[src/rtl/score_keeper_pkg.sv]
// score_pkg: shared types, winner encodings and the BCD increment helper
// used by the score_keeper game-state block.
//   bcd2_t       : two-digit packed BCD ([7:4] tens, [3:0] units)
//   game_state_t : PLAY / OVER
//   WIN_*        : winner field encodings
//   bcd2_inc()   : BCD +1, saturating at 8'h99
package score_pkg;

  typedef logic [7:0] bcd2_t;

  typedef enum logic {
    PLAY = 1'b0,
    OVER = 1'b1
  } game_state_t;

  localparam logic [1:0] WIN_NONE = 2'b00;
  localparam logic [1:0] WIN_P1   = 2'b01;
  localparam logic [1:0] WIN_P2   = 2'b10;
  localparam logic [1:0] WIN_TIE  = 2'b11;

  // Units roll 9 -> 0 with a carry into tens; 99 holds at 99.
  function automatic bcd2_t bcd2_inc(input bcd2_t v);
    bcd2_t r;
    if (v == 8'h99) begin
      r = 8'h99;
    end else if (v[3:0] >= 4'd9) begin
      r = {v[7:4] + 4'd1, 4'h0};
    end else begin
      r = {v[7:4], v[3:0] + 4'd1};
    end
    return r;
  endfunction

endpackage

[src/rtl/score_keeper_debouncer.sv]
// debouncer: 2-FF synchronizer, consecutive-cycle debounce counter and
// rising-edge detector for one raw pushbutton.
//   clk        : clock
//   rst_n      : synchronous reset, active-low
//   raw_in     : raw asynchronous button level
//   stable     : debounced level
//   rise_pulse : one-cycle pulse in the cycle stable first reads 1
module debouncer #(
  parameter int DEBOUNCE_CYCLES = 250000
) (
  input  logic clk,
  input  logic rst_n,
  input  logic raw_in,
  output logic stable,
  output logic rise_pulse
);
  import score_pkg::*;

  localparam int CNT_W = $clog2(DEBOUNCE_CYCLES);
  localparam logic [CNT_W-1:0] CNT_LAST = CNT_W'(DEBOUNCE_CYCLES - 1);

  logic             sync1_q, sync1_d;
  logic             sync2_q, sync2_d;
  logic [CNT_W-1:0] cnt_q, cnt_d;
  logic             stable_q, stable_d;
  logic             rise_q, rise_d;

  always_comb begin
    sync1_d  = raw_in;
    sync2_d  = sync1_q;
    cnt_d    = cnt_q;
    stable_d = stable_q;
    rise_d   = 1'b0;
    // The count only advances while the synchronized level disagrees with
    // the accepted level; any agreement (a bounce back) restarts it.
    if (sync2_q != stable_q) begin
      if (cnt_q == CNT_LAST) begin
        stable_d = sync2_q;
        cnt_d    = '0;
        rise_d   = sync2_q;
      end else begin
        cnt_d = cnt_q + CNT_W'(1);
      end
    end else begin
      cnt_d = '0;
    end
  end

  always_ff @(posedge clk) begin
    if (!rst_n) begin
      sync1_q  <= 1'b0;
      sync2_q  <= 1'b0;
      cnt_q    <= '0;
      stable_q <= 1'b0;
      rise_q   <= 1'b0;
    end else begin
      sync1_q  <= sync1_d;
      sync2_q  <= sync2_d;
      cnt_q    <= cnt_d;
      stable_q <= stable_d;
      rise_q   <= rise_d;
    end
  end

  assign stable     = stable_q;
  assign rise_pulse = rise_q;

endmodule

[src/rtl/score_keeper.sv]
// score_keeper: turns two raw player buttons into debounced point events,
// keeps two 2-digit BCD scores, detects the win and publishes copies of the
// game state that only change on the VGA frame-start pulse.
//   clk         : pixel clock
//   rst_n       : synchronous reset, active-low
//   btn_p1/p2   : raw asynchronous pushbuttons, active-high
//   clear       : game restart request, active-high
//   frame_start : one-cycle pulse at start of vertical blanking
//   disp_p1/p2  : frame-latched BCD scores
//   game_over   : frame-latched OVER flag
//   winner      : frame-latched winner (00 none, 01 P1, 10 P2, 11 tie)
module score_keeper #(
  parameter int         DEBOUNCE_CYCLES = 250000,
  parameter logic [7:0] WIN_SCORE       = 8'h11
) (
  input  logic       clk,
  input  logic       rst_n,
  input  logic       btn_p1,
  input  logic       btn_p2,
  input  logic       clear,
  input  logic       frame_start,
  output logic [7:0] disp_p1,
  output logic [7:0] disp_p2,
  output logic       game_over,
  output logic [1:0] winner
);
  import score_pkg::*;

  logic stable_p1, stable_p2;
  logic pt_p1, pt_p2;

  debouncer #(.DEBOUNCE_CYCLES(DEBOUNCE_CYCLES)) u_deb_p1 (
    .clk        (clk),
    .rst_n      (rst_n),
    .raw_in     (btn_p1),
    .stable     (stable_p1),
    .rise_pulse (pt_p1)
  );

  debouncer #(.DEBOUNCE_CYCLES(DEBOUNCE_CYCLES)) u_deb_p2 (
    .clk        (clk),
    .rst_n      (rst_n),
    .raw_in     (btn_p2),
    .stable     (stable_p2),
    .rise_pulse (pt_p2)
  );

  game_state_t state_q, state_d;
  bcd2_t       score_p1_q, score_p1_d;
  bcd2_t       score_p2_q, score_p2_d;
  logic [1:0]  win_q, win_d;
  bcd2_t       disp_p1_q, disp_p1_d;
  bcd2_t       disp_p2_q, disp_p2_d;
  logic        over_q, over_d;
  logic [1:0]  winner_q, winner_d;
  logic        hit_p1, hit_p2;

  // Game FSM and score update.
  always_comb begin
    state_d    = state_q;
    score_p1_d = score_p1_q;
    score_p2_d = score_p2_q;
    win_d      = win_q;
    hit_p1     = 1'b0;
    hit_p2     = 1'b0;
    if (clear) begin
      state_d    = PLAY;
      score_p1_d = 8'h00;
      score_p2_d = 8'h00;
      win_d      = WIN_NONE;
    end else if ((state_q == PLAY) && (pt_p1 || pt_p2)) begin
      if (pt_p1) begin
        score_p1_d = bcd2_inc(score_p1_q);
      end
      if (pt_p2) begin
        score_p2_d = bcd2_inc(score_p2_q);
      end
      // Win is judged on the post-increment scores so a simultaneous
      // finishing point for both players yields a tie.
      hit_p1 = (score_p1_d == WIN_SCORE);
      hit_p2 = (score_p2_d == WIN_SCORE);
      if (hit_p1 || hit_p2) begin
        state_d = OVER;
        win_d   = {hit_p2, hit_p1};
      end
    end
  end

  // Display latch loads the just-computed next state so a point or clear
  // coinciding with frame_start shows up in the same frame.
  always_comb begin
    disp_p1_d = disp_p1_q;
    disp_p2_d = disp_p2_q;
    over_d    = over_q;
    winner_d  = winner_q;
    if (frame_start) begin
      disp_p1_d = score_p1_d;
      disp_p2_d = score_p2_d;
      over_d    = (state_d == OVER);
      winner_d  = win_d;
    end
  end

  always_ff @(posedge clk) begin
    if (!rst_n) begin
      state_q    <= PLAY;
      score_p1_q <= 8'h00;
      score_p2_q <= 8'h00;
      win_q      <= WIN_NONE;
      disp_p1_q  <= 8'h00;
      disp_p2_q  <= 8'h00;
      over_q     <= 1'b0;
      winner_q   <= WIN_NONE;
    end else begin
      state_q    <= state_d;
      score_p1_q <= score_p1_d;
      score_p2_q <= score_p2_d;
      win_q      <= win_d;
      disp_p1_q  <= disp_p1_d;
      disp_p2_q  <= disp_p2_d;
      over_q     <= over_d;
      winner_q   <= winner_d;
    end
  end

  assign disp_p1   = disp_p1_q;
  assign disp_p2   = disp_p2_q;
  assign game_over = over_q;
  assign winner    = winner_q;

endmodule
[config.mk]
export PLATFORM = sky130hd
export DESIGN_NAME = score_keeper
export DESIGN_NICKNAME = d
export VERILOG_FILES = /design/src/rtl/score_keeper_pkg.sv /design/src/rtl/score_keeper_debouncer.sv /design/src/rtl/score_keeper.sv
export SDC_FILE = /design/constraint.sdc
export NUM_CORES = 1
export LEC_CHECK = 0
export CELL_PAD_IN_SITES_DETAIL_PLACEMENT = 0
export CELL_PAD_IN_SITES_GLOBAL_PLACEMENT = 1
export CORE_UTILIZATION = 35
export DETAILED_ROUTE_END_ITERATION = 12
export MAX_ROUTING_LAYER = met4
export PLACE_DENSITY_LB_ADDON = 0.1
export RECOVER_POWER = 100
export SETUP_SLACK_MARGIN = 0.4
export SLEW_MARGIN = 30
export SYNTH_ARGS = -nofsm -noshare
export SYNTH_HDL_FRONTEND = slang
export SYNTH_SLANG_ARGS = --single-unit
[constraint.sdc]
create_clock -name clk -period 5.9 [get_ports clk]
set_input_delay 0.885 -clock clk [delete_from_list [all_inputs] [get_ports clk]]
set_output_delay 0.885 -clock clk [all_outputs]
set_load 0.01 [all_outputs]
After elaboration in Yosys (flattened, before gate mapping)
Index checks and enable logic that the tools add are counted.
W data, S select, Z words.
{ "word_totals": {"reg_bits": 82, "latchBits": 0, "ram_bits": 0, "romBits": 0, "inputBits": 6, "output_inout_bits": 19, "word_cells": 67, "n_memories": 0} }
{ "op_classes": {"add_sub_neg": 6, "mul": 0, "div_mod_pow": 0, "order_cmp": 2, "n_eq_ne": 8, "shift": 0, "mux": 20, "bitwise_logic": 4, "n_reduce_logical": 9} }
{ "ops": {"columns": ["cell", "count"], "rows": [
  ["$mux W8", 14],
  ["$add A18 B1 Y18 const B", 2],
  ["$eq A18 B18 Y1 const B", 2],
  ["$add A4 B1 Y4 const B", 4],
  ["$eq A8 B5 Y1 const B", 2],
  ["$eq A8 B8 Y1 const B", 2],
  ["$ge A4 B4 Y1 const B", 2],
  ["$mux W2", 3],
  ["$reduce_and A3 Y1", 2],
  ["$reduce_or A3 Y1", 2],
  ["$not A1 Y1", 4],
  ["$reduce_and A2 Y1", 2],
  ["$mux W1", 3],
  ["$logic_or A1 B1 Y1", 2],
  ["$ne A1 B1 Y1", 2],
  ["$logic_and A1 B1 Y1", 1]
]} }

Longest topological paths before layout
{ "depth": {"depth_word": 11, "mapped_depth": 8, "ltp_nobuf": 8} }

Hierarchy
From an unflattened synthesis, not the netlist that was laid out.
{ "hier_totals": {"hier_cells": 460, "hier_area_um2": 4075.2} }
{ "modules_own_cells": {"columns": ["mod", "n_inst", "cells_each", "area_per_inst_um2", "seq_area_each_um2"], "rows": [
  ["score_keeper", 1, 246, 2128.3, 760.7],
  ["debouncer", 2, 107, 973.4, 440.4]
]} }

Worst setup path before layout
No wires, ideal clock.
{ "synth_path": {"path_kind": "input to register", "start": "input port frame_start", "end": "register disp_p1_q[2] (netlist: disp_p1[2])", "setup_ns": 0.116, "arrival_time_ns": 1.884, "t_required_ns": 5.784, "path_slack_ns": 3.900, "path_stages": 4, "n_path_buf": 2, "path_cell_list": "clkbuf_1 buf_1 mux2i_1 nor2b_1"} }
{ "synth_rtl": {"columns": ["element", "line_no", "source"], "rows": [
  ["from (decl)", "score_keeper.sv:21", "input logic frame_start,"],
  ["to (signal assigned)", "score_keeper.sv:119", "disp_p1_q <= disp_p1_d;"],
  ["to (decl)", "score_keeper.sv:52", "bcd2_t disp_p1_q, disp_p1_d;"]
]} }

Worst setup path after layout
{ "layout_path": {"start": "input port rst_n", "end": "register u_deb_p2.cnt_q[17]"} }
{ "layout_between": {"elab_chain_cells": 2} }
{ "layout_lines": {"columns": ["element", "line_no", "source"], "rows": [
  ["from (decl)", "score_keeper.sv:17", "input logic rst_n,"],
  ["$not A1 Y1 (no source line)", null, null],
  ["$reduce_or A3 Y1 (no source line)", null, null],
  ["to (signal assigned)", "score_keeper_debouncer.sv:59", "cnt_q <= cnt_d;"],
  ["to (decl)", "score_keeper_debouncer.sv:24", "logic [CNT_W-1:0] cnt_q, cnt_d;"]
]} }
No other way between the ends.
A chain may end at the register's enable or synchronous reset.

==> results.cfg <==
[status]
status = completed

[routing]
drtPass1Iterations = 4
viasPerCell = 4.89
dr.first_iter.drc_count = 80
wirelength_mm = 7.73
remaining_drc_errors = 0
postRouteAntennaNets = 0
wl_per_cell_microns = 12.6
via_count = 2990

[worst_hold_path]
hold_path_class = register to register
worstHoldPathCells = 1
holdCritStartpoint = u_deb_p2.sync1_q$_SDFF_PN0_
whs_endpoint = u_deb_p2.sync2_q$_SDFF_PN0_

[worst_setup_path]
crit_family = buffers and inverters
r2r_start = score_p1_q[0]$_SDFF_PN0_
path_cells = dlygate4sd3_1, clkbuf_1, nand3_1, a21oi_1
ff2ff_setup_slack_ps = 3550
worstPathMaxFanout = 38
cp-start-kind = input pin
critical_path_class = input pin to register
end_kind = register
cp.arrival_ps = 3610
max_stage_delay_ps = 990
slowest_stage = clkbuf_1
crit_required_ps = 6160
rr_worst_depth = 6
timing.critical_path.buf_inv = 2
timing.rr.end = winner[1]$_SDFFE_PN0P_

[placement]
dp_hpwl_mm = 5.45
gp_congestion = 0.779
port_buffers = 24

[power]
p_per_area_mw_per_mm2 = 222
leakage_nw = 1.59
ir_worst_vdd_uv = 102
power_mw = 0.992

[sta]
finalSetupViolCount = 0
maxSlewViolCount = 0
grt_setup_unrepaired = false
hold_violations = 0
period_share_pct = 56.9
period_minus_slack_ps = 3360
tns_ps = 0
worstMarginPinSlew_ps = 1360
clock_skew_ps = 9.61
relSlewSlack_pct = 9.10
fmax_mhz = 298

[final_layout]
diodes = 0
syn2layout_area_growth_pct = 13.5
drive_gt1_share_pct = 5.31
finalNetCount = 484
final_core_util_pct = 40.9

[clock_network]
root_buffer = clkbuf_8
cts_made_buffers = 9
hold_buffers = 0
clock_sinks = 82
cts_buffer_depth = 2
htree_levels = 3
clock_latency_ps = 340
cts_tree = built
path_clk_slew_ps = 80
ctsResizeCount = 0
cts_setup_buffers = 0

[synth]
syn_inst = 446
ys_warn_count = 0
synth.net_count = 464
synth_top_area_cell = dfxtp_1
seq_area_frac_synth_pct = 41.8
synthTopCellsByArea = dfxtp_1, nor2_1, xnor2_1
synth_edf_count = 0
netlist_area_sq_mm = 0.00393
yosys_most_used_dff = dfxtp_1
async_reset_ff_share_pct = 0
synth_top_area_share_pct = 41.8
ys_seq_elements = 82
syn_avg_cell_area_sq_um = 8.81
synth_cell_types = 49

[floorplanning]
die_h_microns = 108
core_area_sq_mm = 0.0109
initial_core_util_pct = 36.1
io_pins = 25
die_w_microns = 108
rows = 38
dieArea_sq_mm = 0.0117

[grt]
grt_pass1_wl_mm = 13.3
grt_pass1_vias = 2814
antenna_found_initial = 0
grt_max_degree = 39
grt_usage_pct = 14.9
grt_overflow = 0

[run]
maxCapViolCount = 0
worst max-delay path by stage:
stage / to / slack [ps] / startpoint / cells past startpoint
floorplan: disp_p1[2]$_SDFFE_PN0P_ / 3900 / frame_start / 4
global placement: game_over$_SDFFE_PN0P_ / 3020 / frame_start / 4
detailed placement: game_over$_SDFFE_PN0P_ / 2980 / frame_start / 4
CTS: game_over$_SDFFE_PN0P_ / 3350 / frame_start / 4
global route: u_deb_p2.cnt_q[17]$_SDFF_PP0_ / 2110 / rst_n / 4
finish: u_deb_p2.cnt_q[17]$_SDFF_PP0_ / 2540 / rst_n / 4
logic make-up (layout without fill, tap and decap cells):
family,count (synthesis),in the layout,share of synthesized area [%]
and+or+nand+nor,218,218,30.4
DFF,82,82,41.8
AOI/OAI and AO/OA,50,50,8.28
xor gates and xnor gates,38,38,8.47
buffers and inverters,31,56,3.41
muxes,15,15,3.82
adders and majority gates,12,12,3.82
worst register-to-register path, stage by stage, from the launching register on:
cell and delay [ps]:
dfxtp_1 440, ha_1 250, nand4_1 110, nor4b_1 790, o21ai_0 290, a21oi_1 250
o21ai_0 100
sequential cells by signal, summed over array words and instances, names as in the netlist:
register	cells
disp_p1	8
disp_p2	8
game_over	1
score_p1_q	8
score_p2_q	8
state_q	1
u_deb_p1.cnt_q	18
u_deb_p1.rise_pulse	1
u_deb_p1.stable	1
u_deb_p1.sync1_q	1
u_deb_p1.sync2_q	1
u_deb_p2.cnt_q	18
u_deb_p2.rise_pulse	1
u_deb_p2.stable	1
u_deb_p2.sync1_q	1
u_deb_p2.sync2_q	1
win_q	2
winner	2
where the power goes:
group | internal, mW | total (mW) | switching [mW]
Sequential | 0.554 | 0.555 | 0.000940
Combinational | 0.00749 | 0.0201 | 0.0127
Clock | 0.218 | 0.416 | 0.198
Total | 0.780 | 0.992 | 0.211
synth_stat cells (8+ instances only):
cell type	count
nor2_1	71
nor2b_1	18
mux2i_1	15
ha_1	12
dfxtp_1	82
and2_1	16
nand4_1	13
a21oi_1	12
o21ai_0	11
nand3_1	14
nand2_1	28
xor2_1	18
xnor2_1	20
inv_1	15
nor3_1	9
clkbuf_1	8
area by class of cell:
cell class | count | area, sq um
fillers | 1121 | 6430
multi-input cells | 333 | 2140
flip-flops and latches | 82 | 1640
repair buffers | 25 | 239
well taps | 140 | 175
clock buffers | 12 | 155
inverters | 15 | 56.3
clock inverters | 4 | 50.0
routing by layer:
metal	vias up	track usage, %	wire length [microns]
met5	-	-	0
met4	0	3.82	68
met3	6	3.50	237
met2	34	23.1	3440
met1	1377	19.4	3990
li1	1573	-	-
placed cells by master, fill, tap and decap left out, types with 4 or more instances in the layout:
cell type      instances
a21oi_1               12
a31oi_1                6
and2_0                 8
and2_1                 8
and3_1                 6
and4_1                 6
clkbuf_8              11
dfxtp_1               82
dlygate4sd3_1         20
ha_1                  12
inv_1                 15
mux2i_1               15
nand2_1               28
nand2b_1               6
nand3_1               15
nand3b_1               4
nand4_1               13
nor2_1                71
nor2b_1               18
nor3_1                 9
nor4b_1                5
o21ai_0               12
xnor2_1               20
xor2_1                18
through the flow:
step	std cells	area (sq um)	setup slack, ps	hold slack [ps]
finish	611	4460	2540	441
global route	611	4460	2110	453
CTS	611	4480	3350	443
detailed placement	595	4270	2980	425
global placement	595	4270	3020	419
floorplan	446	3930	3900	412
Power figures use the tool's default switching activity.
==> variant 1: new RTL, same settings <==
`DEBOUNCE_CYCLES` is set to 250000 in 2 places; all go to 500000.
--- a/src/rtl/score_keeper_debouncer.sv
+++ b/src/rtl/score_keeper_debouncer.sv
@@ -6,7 +6,7 @@
 //   stable     : debounced level
 //   rise_pulse : one-cycle pulse in the cycle stable first reads 1
 module debouncer #(
-  parameter int DEBOUNCE_CYCLES = 250000
+  parameter int DEBOUNCE_CYCLES = 500000
 ) (
   input  logic clk,
   input  logic rst_n,
--- a/src/rtl/score_keeper.sv
+++ b/src/rtl/score_keeper.sv
@@ -10,7 +10,7 @@
 //   game_over   : frame-latched OVER flag
 //   winner      : frame-latched winner (00 none, 01 P1, 10 P2, 11 tie)
 module score_keeper #(
-  parameter int         DEBOUNCE_CYCLES = 250000,
+  parameter int         DEBOUNCE_CYCLES = 500000,
   parameter logic [7:0] WIN_SCORE       = 8'h11
 ) (
   input  logic       clk,
Check against the original RTL: no difference found for any inputs over 10 cycles, from zero or initial values and one cycle with rst_n low; that may be too few to reach the edited logic, so the function may still have changed.
==> variant 1 against the unedited design <==
Setup slack better by 0.14 ns. Global-route usage grew 0.28 points. Power increased by 5.5%. Sequential cell count rose by 2. Synthesized cell count grew 1.8%. Final cell count is 0.65% higher. Final area grew 0.42%. Synthesized area unchanged. Sequential power grew 3%. Via count rose by 0.94%. Largest power group unchanged. Wire length grew 5.0%. Critical path depth is the same. Critical path type unchanged. Fmax is 4.5% higher.
==> variant 1: results (changes against the unedited design) <==
| Metric | Value |
|---|---|
| Status | completed (unchanged) |
| Hold endpoint | u_deb_p1.cnt_q[0] (was u_deb_p2.sync2_q) |
| Drt wl/cell | 13.2 um (was 12.6 um) |
| Critical Path AT | 3.47 ns (was 3.61 ns) |
| Xor/xnor share of the synthesized area | 9.14% (was 8.47%) |
| Nets | 488 (was 484) |
| FILL cells | 1120 (was 1121) |
| Via-per-instance ratio | 4.91 (was 4.89) |
| Clock group power | 0.000457 W (was 0.000416 W) |
| Biggest regs | u_deb_p1.cnt_q (19), u_deb_p2.cnt_q (19) (was u_deb_p1.cnt_q (18), u_deb_p2.cnt_q (18)) |
| Initial DRC count | 121 (was 80) |
| Layout Skew | 0.0104 ns (was 0.00961 ns) |
| R2r setup slk | 3.54 ns (was 3.55 ns) |
| Placed insts | 599 (was 595) |
| Worst hold margin | 0.446 ns (was 0.441 ns) |
| Dpl ws | 3.05 ns (was 2.98 ns) |
| Setup WS post-layout | 2.69 ns (was 2.54 ns) |
| FF-to-FF Start | score_p1_q[1] (was score_p1_q[0]) |
| Seq power | 0.000569 W (was 0.000555 W) |
| Mean Syn Cell Area | 8.65 um2 (was 8.81 um2) |
| Lkg Pwr | 1.59 nW (about the same) |
| CP Max Fanout | 37 (was 38) |
| Slew headroom | 16.2% (was 9.10%) |
| Vias in the first global route | 2780 (was 2814) |
| First-pass GRT wire length | 13.6 mm (was 13.3 mm) |
| Final non-filler cell total | 615 (was 611) |
| Mux cell area share after synthesis | 3.06% (was 3.82%) |
| Post-DP HPWL | 5.81 mm (was 5.45 mm) |
| Syn Nets | 472 (was 464) |
| VDD IR max | 0.000167 V (was 0.000102 V) |
| GRT Util Overall | 15.1% (was 14.9%) |
| Crit path to | u_deb_p1.cnt_q[18] (was u_deb_p2.cnt_q[17]) |
| Compound-Gate Fraction of Synth Area | 8.15% (was 8.28%) |
| Worst Reg-to-Reg Cells | 8 (was 6) |
| Post-synthesis cell type count | 54 (was 49) |
| Sequential-to-total area share from yosys stat | 42.8% (was 41.8%) |
| First drt pass iteration count | 4 (unchanged) |
## variant 1: changes by cell type after synthesis, sizes merged, moves of 3 or more
| cell | delta |
|---|---|
| xor2 | +10 |
| mux2i | -3 |
| o21ai | -6 |
| clkbuf | +4 |
| and4 | -5 |
| nand3 | +6 |
| or4 | +3 |
| o22ai | +9 |
| nor3b | -4 |
| nor2b | -5 |
| xnor2 | -7 |
## variant 1: layout make-up
type	count	area (um2)	share of cell area, %
clock buffers	11	141	3.16
clock inverters	5	83.8	1.87
inverters	16	60.1	1.34
multi-input cells	334	2090	46.7
flip-flops and latches	84	1680	37.6
well taps	140	175	3.91
repair buffers	25	244	5.45
## variant 1: per-layer routing
metal / track usage, % / vias up / wire, um
li1: - / 1585 / -
met1: 19.0 / 1408 / 4130
met2: 23.8 / 21 / 3760
met3: 4.10 / 4 / 176
met4: 4.21 / 0 / 48
met5: - / - / 0
## variant 1: worst max-delay path: stages
cell and delay [ns]:
dlygate4sd3_1 0.52, clkbuf_1 0.92, nand3_1 0.87, nor2_1 0.27
==> variant 2: new RTL, same flow settings <==
Made on the original files. Make the reset (`rst_n`) asynchronous in 2 clocked blocks. Comments in the files are not updated.
--- a/src/rtl/score_keeper_debouncer.sv
+++ b/src/rtl/score_keeper_debouncer.sv
@@ -46,7 +46,7 @@
     end
   end
 
-  always_ff @(posedge clk) begin
+  always_ff @(posedge clk or negedge rst_n) begin
     if (!rst_n) begin
       sync1_q  <= 1'b0;
       sync2_q  <= 1'b0;
--- a/src/rtl/score_keeper.sv
+++ b/src/rtl/score_keeper.sv
@@ -101,7 +101,7 @@
     end
   end
 
-  always_ff @(posedge clk) begin
+  always_ff @(posedge clk or negedge rst_n) begin
     if (!rst_n) begin
       state_q    <= PLAY;
       score_p1_q <= 8'h00;
Formal check against the unedited RTL: same outputs for any inputs over 10 cycles, from zero or initial values and one cycle with rst_n low; that may be too few to reach the edited logic, so the function may still have changed.
==> variant 2 against the unedited design <==
The flow now finishes with violations (capacitance limit, slew limit). Synthesized area grew 3.3%. Sequential cell count did not move. Largest power group is now clock. Global-route usage rose by 1.4 points. Setup slack improved by 0.19 ns. Final area up 5.2%. Wire length up 6.3%. Power grew 23%. Core utilization up 1.4 points. First-iteration DRC count fell by 35%. Clock skew decreased by 0.0053 ns.
==> variant 2: results (changes against the unedited design) <==
| Metric | Value |
|---|---|
| Status | complete, but fails checks (was completed) |
| Failing checks | capacitance limit, slew limit |
| Post-DP HPWL | 5.50 mm (was 5.45 mm) |
| CP max-delay cell | o311ai_0 (was clkbuf_1) |
| Sequential-to-total area share from yosys stat | 50.6% (was 41.8%) |
| Synth area leaders | dfrtp_1 51%, nor2_1 5.4%, mux2_2 4.7% (was dfxtp_1 42%, nor2_1 6.8%, xnor2_1 4.5%) |
| First drt pass iteration count | 4 (unchanged) |
| PostCTS Resize Cnt | 0 (unchanged) |
| Mean Syn Cell Area | 10.3 um2 (was 8.81 um2) |
| CP Max Fanout | 8 (was 38) |
| Clock transition at path regs | 0.06 ns (was 0.08 ns) |
| VDD IR max | 0.000140 V (was 0.000102 V) |
| Number of diodes | 0 (unchanged) |
| Nets | 436 (was 484) |
| Via-per-instance ratio | 5.17 (was 4.89) |
| Lkg Pwr | 2.10 nW (was 1.59 nW) |
| H-tree levels | 3 (unchanged) |
| GRT Util Overall | 16.2% (was 14.9%) |
| Commonest cells post-synth | 82 x dfrtp_1, 58 x nor2_1, 26 x nand2_1, 21 x xor2_1, 20 x nand3_1 (was 82 x dfxtp_1, 71 x nor2_1, 28 x nand2_1, 20 x xnor2_1) |
| Layout cells sized above 1 | 8.51% (was 5.31%) |
| Final max-slew violation count | 34 (was 0) |
| Drt wl/cell | 14.6 um (was 12.6 um) |
| Top delay family on crit path | compound AO/OA/AOI/OAI gates (was buffers and inverters) |
| Initial DRC count | 52 (was 80) |
| WL final | 8.22 mm (was 7.73 mm) |
| Post-synthesis cell type count | 50 (was 49) |
| Worst-Skew Late Latency | 0.34 ns (about the same) |
| Placed insts | 547 (was 595) |
| Pin count of the biggest net entering global routing | 51 (was 39) |
| Asr flop ratio synth | 100% (was 0%) |
| Max_cap viols | 1 (was 0) |
| Layout Skew | 0.00427 ns (was 0.00961 ns) |
| YS warnings | 0 (unchanged) |
| Hold Path Class | register to register (unchanged) |
| Worst slew pin tran | 1.92 ns (was 1.36 ns) |
| # Post-CTS Setup Buffers | 0 (unchanged) |
| Initial antenna violation count | 0 (unchanged) |
| Biggest regs | u_deb_p1.cnt_q (18), u_deb_p2.cnt_q (18) (unchanged) |
| Final RePlAce weighted congestion | 0.784 (was 0.779) |
| Syn Nets | 411 (was 464) |
| CTS Buf Count | 9 (unchanged) |
| Clock Path Buffers | 2 (unchanged) |
| Port Buffers | 24 (unchanged) |
| Cell taking the most area after synthesis | dfrtp_1 (was dfxtp_1) |
| Clock root buffer | clkbuf_16 (was clkbuf_8) |
| First-pass GRT wire length | 14.5 mm (was 13.3 mm) |
| Slowest stage delay, CP | 1.02 ns (was 0.99 ns) |
| Vias in the first global route | 2982 (was 2814) |
[variant 2: where the power goes]
part | switching [W] | internal [W] | total [W]
Sequential | 0.00000560 | 0.000569 | 0.000575
Clock | 0.000225 | 0.000379 | 0.000604
Combinational | 0.0000272 | 0.0000116 | 0.0000388
Total | 0.000258 | 0.000960 | 0.00122
[variant 2: cell families (layout without fill, tap and decap cells)]
logic type,count (synthesis),after routing,synth area share [%]
flip-flops,82,82,50.6
buffers and inverters,24,54,2.47
XOR/XNOR,36,36,7.77
AO/OA/AOI/OAI,52,52,8.91
AND/OR/NAND/NOR,169,169,21.6
adder cells (fa/ha/maj),12,12,3.70
multiplexers,18,18,5.00
[variant 2: per-stage QoR]
step	worst slack (ns)	utilization [%]	power, W	area (um2)	hold slack, ns
global placement	3.18	40.0	0.000628	4430	0.337
floorplan	3.77	-	0.000604	4060	0.331
CTS	3.53	42.8	0.00124	4740	0.350
finish	2.73	42.3	0.00122	4690	0.350
global route	2.52	42.3	0.00126	4690	0.357
detailed placement	3.17	39.9	0.000627	4420	0.336
[variant 2: layer usage]
| metal | GRT usage, % | vias up | wire length (um) |
|---|---|---|---|
| met4 | 8.10 | 0 | 167 |
| met2 | 24.4 | 28 | 3800 |
| li1 | - | 1444 | - |
| met3 | 3.02 | 12 | 229 |
| met5 | - | - | 0 |
| met1 | 21.0 | 1429 | 4020 |
[variant 2: layout make-up]
class	count	area, um2
Tap cell	140	175
Inverter	13	48.8
Clock buffer	10	239
Timing Repair Buffer	25	231
Sequential cell	82	2050
Clock inverter	6	80.1
Multi-Input combinational cell	287	1860
Fill cell	1090	6390
[variant 2: path summary, 6_finish.rpt]
kind | cells after the start | slack [ns] | endpoint | start
setup reg to reg | 7 | 2.73 | winner[0] | score_p1_q[1]
hold / removal | 0 | 0.35 | u_deb_p1.sync2_q | u_deb_p1.sync1_q
max in group asynchronous | 2 | 3.32 | u_deb_p2.rise_pulse | rst_n
setup / recovery | 7 | 2.73 | winner[0] | score_p1_q[1]
min in group asynchronous | 1 | 1.07 | score_p1_q[7] | rst_n
hold reg to reg | 0 | 0.35 | u_deb_p1.sync2_q | u_deb_p1.sync1_q
